$ cat src/rtl/des_round_controller.sv
// des_round_controller: runs 16 DES rounds through an external round function and owns the subkey schedule
module des_round_controller #(
   parameter int NB_ROUNDS = 16
) (
   input  logic        clk,
   input  logic        rst,
   input  logic        start,
   input  logic        decrypt,
   input  logic [31:0] L_in,
   input  logic [31:0] R_in,
   input  logic [55:0] key_cd,
   output logic        busy,
   output logic        done,
   output logic [31:0] L_out,
   output logic [31:0] R_out,
   output logic [4:0]  round_idx,
   output logic        rf_start,
   output logic [31:0] rf_L,
   output logic [31:0] rf_R,
   output logic [47:0] rf_Kn,
   input  logic        rf_done,
   input  logic [31:0] rf_L_out,
   input  logic [31:0] rf_R_out
);
   typedef enum logic [1:0] {S_IDLE, S_ISSUE, S_WAIT, S_FINISH} state_t;
   localparam logic [5:0] PC2 [48] = '{
      6'd14, 6'd17, 6'd11, 6'd24, 6'd1,  6'd5,  6'd3,  6'd28, 6'd15, 6'd6,  6'd21, 6'd10,
      6'd23, 6'd19, 6'd12, 6'd4,  6'd26, 6'd8,  6'd16, 6'd7,  6'd27, 6'd20, 6'd13, 6'd2,
      6'd41, 6'd52, 6'd31, 6'd37, 6'd47, 6'd55, 6'd30, 6'd40, 6'd51, 6'd45, 6'd33, 6'd48,
      6'd44, 6'd49, 6'd39, 6'd56, 6'd34, 6'd53, 6'd46, 6'd42, 6'd50, 6'd36, 6'd29, 6'd32};
   state_t      r_state;
   logic        r_dec;
   logic [55:0] r_cd;
   logic        r_rf_done_q;
   logic [4:0]  w_next_round;
   logic        w_two;
   logic        w_cap;
   logic [55:0] w_cd_load;
   logic [55:0] w_cd_step;
   logic [55:0] w_cd_next;
   logic [47:0] w_kn;
   function automatic logic [27:0] rot(input logic [27:0] x, input logic left, input logic two);
      return left ? (two ? {x[25:0], x[27:26]} : {x[26:0], x[27]})
                  : (two ? {x[1:0], x[27:2]}   : {x[0], x[27:1]});
   endfunction
   function automatic logic [47:0] pc2(input logic [55:0] cd);
      logic [47:0] k;
      k = '0;
      for (int i = 0; i < 48; i++) k[6'(47 - i)] = cd[6'(56 - int'(PC2[i]))];
      return k;
   endfunction
   // The schedule shifts by one at rounds 2, 9 and 16 in both directions (round 1 is handled at load).
   assign w_next_round = round_idx + 5'd1;
   assign w_two        = !(w_next_round == 5'd2 || w_next_round == 5'd9 || w_next_round == 5'd16);
   assign w_cd_load    = decrypt ? key_cd : {rot(key_cd[55:28], 1'b1, 1'b0), rot(key_cd[27:0], 1'b1, 1'b0)};
   assign w_cd_step    = {rot(r_cd[55:28], !r_dec, w_two), rot(r_cd[27:0], !r_dec, w_two)};
   assign w_cd_next    = (r_state == S_IDLE) ? w_cd_load : w_cd_step;
   assign w_kn         = pc2(w_cd_next);
   // Only a fresh rf_done edge in WAIT counts, so a level held over from the last round is not recaptured.
   assign w_cap        = (r_state == S_WAIT) && rf_done && !r_rf_done_q;
   // Round sequencer: every transition into ISSUE also registers the operands and the start pulse.
   always_ff @(posedge clk) begin
      if (rst) begin
         r_state     <= S_IDLE;
         r_dec       <= 1'b0;
         r_cd        <= '0;
         r_rf_done_q <= 1'b0;
         busy        <= 1'b0;
         done        <= 1'b0;
         L_out       <= '0;
         R_out       <= '0;
         round_idx   <= '0;
         rf_start    <= 1'b0;
         rf_L        <= '0;
         rf_R        <= '0;
         rf_Kn       <= '0;
      end else begin
         r_rf_done_q <= rf_done;
         rf_start    <= 1'b0;
         done        <= 1'b0;
         case (r_state)
            S_IDLE: if (start) begin
               r_dec     <= decrypt;
               r_cd      <= w_cd_next;
               rf_L      <= L_in;
               rf_R      <= R_in;
               rf_Kn     <= w_kn;
               round_idx <= 5'd1;
               busy      <= 1'b1;
               rf_start  <= 1'b1;
               r_state   <= S_ISSUE;
            end
            S_ISSUE: r_state <= S_WAIT;
            S_WAIT: if (w_cap) begin
               rf_L <= rf_L_out;
               rf_R <= rf_R_out;
               if (round_idx == 5'(NB_ROUNDS)) begin
                  L_out   <= rf_R_out;
                  R_out   <= rf_L_out;
                  done    <= 1'b1;
                  r_state <= S_FINISH;
               end else begin
                  round_idx <= w_next_round;
                  r_cd      <= w_cd_next;
                  rf_Kn     <= w_kn;
                  rf_start  <= 1'b1;
                  r_state   <= S_ISSUE;
               end
            end
            S_FINISH: begin
               busy      <= 1'b0;
               round_idx <= '0;
               r_state   <= S_IDLE;
            end
            default: r_state <= S_IDLE;
         endcase
      end
   end
endmodule

$ cat config.mk
export PLATFORM = sky130hd
export DESIGN_NAME = des_round_controller
export DESIGN_NICKNAME = d
export VERILOG_FILES = /design/src/rtl/des_round_controller.sv
export SDC_FILE = /design/constraint.sdc
export NUM_CORES = 1
export LEC_CHECK = 0
export CORE_MARGIN = 10
export CORE_UTILIZATION = 25
export CTS_CLUSTER_DIAMETER = 40
export CTS_CLUSTER_SIZE = 25
export DETAILED_ROUTE_END_ITERATION = 10
export GPL_TIMING_DRIVEN = 0
export PLACE_DENSITY = 0.6
export SYNTH_ARGS = -nofsm -noshare
export SYNTH_HDL_FRONTEND = slang
export SYNTH_SLANG_ARGS = --single-unit
export TNS_END_PERCENT = 100
$ cat constraint.sdc
create_clock -name clk -period 6.2 [get_ports clk]
set_input_delay 1.55 -clock clk [delete_from_list [all_inputs] [get_ports clk]]
set_output_delay 1.55 -clock clk [all_outputs]
set_load 0.02 [all_outputs]
* After elaboration in Yosys (flattened, before gate mapping)
Cells that the tools add are included.
Storage, ports and cells: input port bits 189, register bits after elaboration 244
Operators by class: muxes and demuxes 37, reductions and logical operators 17, equality and inequality tests 10, add/subtract/negate cells 1, bitwise operators 2
Operator list (number):
- two-way mux 56 bit | 5
- two-way mux 28 bit | 6
- two-way mux 48 bit | 3
- two-way mux 32 bit | 4
- one-hot mux 32 bit (2 select lines) | 2
- one-hot mux 56 bit (2 select lines) | 1
- one-hot mux 48 bit (2 select lines) | 1
- two-way mux 5 bit | 3
- one-hot mux 5 bit (3 select lines) | 1
- equality test 5 bit (second input constant) | 2
- one-hot mux 2 bit (4 select lines) | 1
- AND reduction 4 bit | 2
- two-way mux 2 bit | 3
- != test 2 bit (second input constant) | 3
- AND reduction 2 bit | 3
- AND reduction 3 bit | 2
- adder 5 x 1 -> 5 bit (second input constant) | 1
- equality test 5 x 2 -> 1 bit (second input constant) | 1
- equality test 5 x 4 -> 1 bit (second input constant) | 1
- two-way mux 1 bit | 5
- equality test 2 bit (second input constant) | 2
- one-hot mux 1 bit (2 select lines) | 2
- nonzero test 2 bit | 2
- nonzero test 3 bit | 1
- 7 further kinds | 10

* Logic depth before layout (Yosys ltp)
Gate-level depths: netlist of run 1.
depth after elaboration 10, gate-level depth with buffers 11, depth with buffers taken out 9

* Least setup slack after synthesis of run 1
Ideal clock, no wire load.
path kind in2reg, start point in rf_done, end point reg r_cd[10], path buffers 2, cell stages on the path 7, data required time 6.085 ns, data arrival time 2.958 ns, slack 3.127 ns, cells stage by stage nand3b_1 a221o_1 clkbuf_1 buf_2 nor2_1 nand4_1 and3_1
On the way: longest elaborated chain between the ends 4
RTL lines:
- from (decl) | line 21 | input logic rf_done,
- logical AND 1 bit (2 in series) | line 60 | assign w_cap = (r_state == S_WAIT) && rf_done && !r_rf_done_q;
- != test 2 bit (no source line)
- AND reduction 4 bit (no source line)
- to (signal assigned) | line 84 | r_cd <= w_cd_next;
- to (signal assigned) | line 104 | r_cd <= w_cd_next;
- to (decl) | line 33 | logic [55:0] r_cd;
No other way between the ends. A chain may end at the register's enable or synchronous reset.

* Final worst setup path of run 1
start point in rf_done, end point reg r_cd[49]
The elaborated chain is that of the path after synthesis.

==> reports/results.tsv, run 1 <==
stage	metric	value	unit
run_status	outcome	completed	
detailed_routing	1st-iter DRT viols	1121	
place	number of input and output port buffers inserted	348	
detailed_routing	detailed-router iteration count before antenna repair	5	
synthesis	Synth Area in Compound Gates	0.212	
power	switching power as a share of total power	0.351	
layout	final core utilization	0.369	
synthesis	average cell area after synthesis	7.89	µm²
detailed_routing	Vias per Instance	5.26	
synthesis	fraction of the yosys area taken by sequential cells	0.366	
cts	clock buffer depth	2	
power	peak supply drop	0.000211	V
synthesis	dominant synthesized flop cell	sky130_fd_sc_hd__dfxtp_1	
die	Initial Utilization	0.254	
power	combinational fraction of design power	0.313	
synthesis	simple-gate area share of the yosys netlist	0.205	
timing	headroom to the max-slew limit	0.381	
synthesis	synthesized flop and latch total	196	
timing	final period demand of the worst path	4220	ps
worst_hold_path	HP Class	flip-flop to flip-flop	
place	pre-CTS WS	1560	ps
critical_path	category of the most critical setup path	input port to flip-flop	
timing	Hold Fails Final Rpt	0	
global_route	maximum number of pins on one net before global-route repair	18	
global_route	final global-route overflow total	0	
die	vertical die dimension	227	µm
critical_path	Required @ worst endpoint	6550	ps
power	internal power summed over all cells	2.48	mW
layout	layout net count	1940	
critical_path	crit path capture type	flip-flop	
synthesis	mux share of post-synthesis cell area	0.124	
die	Rows	75	
synthesis	post-synthesis xor/xnor area fraction	0.00163	
cts	clock tree from TritonCTS	done	
power	static leakage power	5.83	nW
timing	Final setup viols	0	
cts	Clock Sink Count	196	
cts	master cell of the clock root buffer	sky130_fd_sc_hd__clkbuf_16	
timing	Final Worst Setup Slack	1980	ps
critical_path	type of element launching the critical path	input port	
cts	number of cells upsized or downsized after cts	0	
cts	count of H-tree levels built during CTS	4	
synthesis	largest family of logic cells by synthesized area	compound AO/OA/AOI/OAI gates	
synthesis	post-synthesis async set-or-reset flop share	0	
cts	clock latency of the later-clocked register in the worst-skew pair	470	ps
flow_run	max-cap violation count	0	
detailed_routing	DRC violation count after routing	0	
place	last weighted congestion value of the routability-driven placer	0.918	
synthesis	share of synthesized cell area in full adder, half adder and majority cells	0.00467	
die	Die Footprint	51500	µm²
power	register share of total power	0.381	
timing	sum of negative setup slack	0	ps
critical_path	number of cell instances on the worst register-to-register path	9	
cts	clock-pin slew on the worst setup and hold paths	80	ps
power	reported net switching power	1.34	mW
timing	hold slack final	457	ps
synthesis	mapped cell area	10700	µm²
timing	worst clock skew	16.6	ps
global_route	vias in the first global route	12300	
layout	proportion of layout cells with a drive suffix above 1	0.0869	
cts	number of CTS-inserted buffers	17	
detailed_routing	Routed wire per std cell	23.3	µm
die	I/O Pins	373	
power	Pwr Density	246	nW/µm²
timing	RSZ-0062 raised after global routing	false	
power	share of total power in the clock network	0.306	
detailed_routing	vias post-DR	12100	
die	Chip Width	227	µm
timing	final number of max-transition violations	0	
global_route	Total Routing Usage GR	0.201	
place	hpwl dp	41600	µm
global_route	wire length of the first global-routing pass	78200	µm
worst_hold_path	number of instances on the worst hold path	2	
synthesis	Cells after Synth	1359	
layout	total of fill cells in the finished design	4382	
timing	top achievable clock speed	237	MHz
timing	final clock period utilization by the worst path	0.681	
timing	transition time at the pin with the least slew margin	925	ps
cts	Post-CTS Hold Fix Bufs	0	
synthesis	Synth Warn #	0	
critical_path	arrival time worst endpoint	4570	ps
detailed_routing	total wire length after detailed routing	53600	µm
global_route	initial antenna violation count	3	
detailed_routing	Detail Route Antenna Nets	0	
cts	post-CTS setup buffer count	0	
layout	Area Overhead vs Synth	45.1	%
die	placeable core region	42100	µm²
synthesis	Distinct cells, synth	55	
synthesis	Post-synth EDFFs	0	
critical_path	CP Max Fanout	10	
==> power groups by stage <==
stage,logic (mW),clock network [mW],registers (mW)
floorplan,0.592,0,1.52
global placement,1.16,0,1.48
detailed placement,1.17,0,1.48
CTS,1.18,1.20,1.45
global route,1.27,1.24,1.47
finish,1.19,1.17,1.46
==> per-layer routing <==
| metal | vias up | wire length, µm | global-route usage |
|---|---|---|---|
| met1 | 5735 | 20500 | 0.231 |
| met4 | 0 | 1160 | 0.0675 |
| li1 | 5566 | - | - |
| met3 | 76 | 6690 | 0.0794 |
| met5 | - | 0 | 0 |
| met2 | 726 | 25300 | 0.336 |
==> cells by family (layout without fill, tap and decap cells) <==
| group | count (synthesis) | after routing |
|---|---|---|
| DFF | 196 | 196 |
| muxes | 124 | 124 |
| AOI/OAI and AO/OA | 355 | 355 |
| buffers and inverters | 173 | 553 |
| and+or+nand+nor | 504 | 504 |
| other | 1 | 24 |
| xor gates and xnor gates | 2 | 2 |
| adders and majority gates | 4 | 4 |
==> layout make-up <==
class / count / area [µm²] / area share
Inverter: 4 / 15.0 / 0.000965
Tap cell: 539 / 674 / 0.0434
Clock inverter: 10 / 111 / 0.00716
Multi-Input combinational cell: 1011 / 5960 / 0.383
Sequential cell: 196 / 3920 / 0.252
Timing Repair Buffer: 348 / 3480 / 0.224
Antenna cell: 2 / 5.00 / 0.000322
Buffer: 169 / 900 / 0.0578
Clock buffer: 22 / 484 / 0.0311
==> through the flow <==
step,cell area (µm²),std cells,total power [mW]
6_report,15600,2301,3.82
5_1_grt,15600,2301,3.98
4_1_cts,15500,2299,3.83
3_5_place_dp,15000,2267,2.65
3_3_place_gp,15000,2267,2.64
2_1_floorplan,10800,1380,2.11
==> Yosys cell counts, types with 2 or more instances <==
master | number | area share
sky130_fd_sc_hd__nand2_1 | 257 | 0.090
sky130_fd_sc_hd__dfxtp_1 | 196 | 0.37
sky130_fd_sc_hd__a21oi_1 | 155 | 0.072
sky130_fd_sc_hd__nor2_1 | 113 | 0.040
sky130_fd_sc_hd__clkbuf_1 | 81 | 0.028
sky130_fd_sc_hd__mux2i_1 | 80 | 0.075
sky130_fd_sc_hd__a211oi_1 | 69 | 0.048
sky130_fd_sc_hd__buf_4 | 49 | 0.034
sky130_fd_sc_hd__mux2_2 | 41 | 0.043
sky130_fd_sc_hd__nor3_1 | 41 | 0.019
sky130_fd_sc_hd__o21ai_0 | 40 | 0.019
sky130_fd_sc_hd__or3_1 | 28 | 0.016
sky130_fd_sc_hd__a311o_1 | 20 | 0.019
sky130_fd_sc_hd__nand4_1 | 20 | 0.012
sky130_fd_sc_hd__a31oi_1 | 19 | 0.011
sky130_fd_sc_hd__buf_2 | 17 | 0.0079
sky130_fd_sc_hd__buf_1 | 14 | 0.0049
sky130_fd_sc_hd__and3_1 | 11 | 0.0064
sky130_fd_sc_hd__a221oi_1 | 9 | 0.0074
sky130_fd_sc_hd__buf_6 | 8 | 0.0084
sky130_fd_sc_hd__nand3_1 | 8 | 0.0037
sky130_fd_sc_hd__o21a_1 | 8 | 0.0056
sky130_fd_sc_hd__a311oi_1 | 7 | 0.0057
sky130_fd_sc_hd__a221o_1 | 6 | 0.0056
sky130_fd_sc_hd__a2111oi_0 | 5 | 0.0041
sky130_fd_sc_hd__nor2b_1 | 5 | 0.0029
sky130_fd_sc_hd__ha_1 | 4 | 0.0047
sky130_fd_sc_hd__inv_1 | 4 | 0.0014
sky130_fd_sc_hd__nor3b_1 | 4 | 0.0028
sky130_fd_sc_hd__o31a_1 | 4 | 0.0033
sky130_fd_sc_hd__a22o_1 | 3 | 0.0025
sky130_fd_sc_hd__a41o_1 | 3 | 0.0028
sky130_fd_sc_hd__nor4_1 | 3 | 0.0018
sky130_fd_sc_hd__a21boi_0 | 2 | 0.0014
sky130_fd_sc_hd__mux4_2 | 2 | 0.0042
sky130_fd_sc_hd__nand2b_1 | 2 | 0.0012
sky130_fd_sc_hd__nand3b_1 | 2 | 0.0014
sky130_fd_sc_hd__o41ai_1 | 2 | 0.0016
==> worst max-delay path, stage by stage <==
cell	delay [ps]
sky130_fd_sc_hd__clkdlybuf4s50_1	530
sky130_fd_sc_hd__nand3b_1	120
sky130_fd_sc_hd__a21oi_1	530
sky130_fd_sc_hd__nor2b_1	200
sky130_fd_sc_hd__buf_2	290
sky130_fd_sc_hd__nand2_1	150
sky130_fd_sc_hd__clkbuf_1	390
sky130_fd_sc_hd__clkbuf_1	390
sky130_fd_sc_hd__a221oi_1	310
sky130_fd_sc_hd__a21oi_1	100
==> registers in the layout, indices dropped and copies added, names as in the netlist <==
register     count
L_out           32
R_out           32
busy             1
done             1
r_cd            56
r_dec            1
r_rf_done_q      1
r_state          2
rf_L            32
rf_R            32
rf_start         1
round_idx        5
==> path summary, 6_finish.rpt <==
kind / from / to / slack, ps
worst max-delay path: rf_done / r_cd[49] / 1980
worst min-delay path: R_out[18] / R_out[18] / 460
worst max register to register: round_idx[0] / r_cd[13] / 2960
worst min register to register: R_out[18] / R_out[18] / 460
==> placed cells by master, fill, tap and decap left out, types with 19 or more instances in the layout <==
cell	count
sky130_fd_sc_hd__a211oi_1	69
sky130_fd_sc_hd__a21oi_1	155
sky130_fd_sc_hd__a311o_1	20
sky130_fd_sc_hd__a31oi_1	19
sky130_fd_sc_hd__buf_4	49
sky130_fd_sc_hd__clkbuf_1	82
sky130_fd_sc_hd__clkdlybuf4s50_1	348
sky130_fd_sc_hd__conb_1	22
sky130_fd_sc_hd__dfxtp_1	196
sky130_fd_sc_hd__mux2_2	41
sky130_fd_sc_hd__mux2i_1	80
sky130_fd_sc_hd__nand2_1	257
sky130_fd_sc_hd__nand4_1	20
sky130_fd_sc_hd__nor2_1	113
sky130_fd_sc_hd__nor3_1	41
sky130_fd_sc_hd__o21ai_0	40
sky130_fd_sc_hd__or3_1	28
Note: power is estimated with default switching activity, not from simulation.
==> run 2: changes to the inputs <==
clock period = 4 ns   (was 6.2 ns; I/O delays follow)
==> results of run 2 <==
The final DEF is identical to that of run 1. Status: completed.
Among the figures that moved: setup slack after placement 1560 ps -> -89.3 ps; setup slack after layout 1980 ps -> 328 ps; register-to-register setup slack 2960 ps -> 760 ps; total power 3.82 mW -> 5.92 mW; worst IR drop on VDD 0.000211 V -> 0.000327 V
==> run 3: changes to the inputs <==
CTS_CLUSTER_SIZE = 8   (was 25)
==> results of run 3 <==
The final DEF is identical to that of run 1. Status: completed.
Among the figures that moved: setup slack after placement 1560 ps -> -89.3 ps; setup slack after layout 1980 ps -> 328 ps; register-to-register setup slack 2960 ps -> 760 ps; total power 3.82 mW -> 5.92 mW; worst IR drop on VDD 0.000211 V -> 0.000327 V
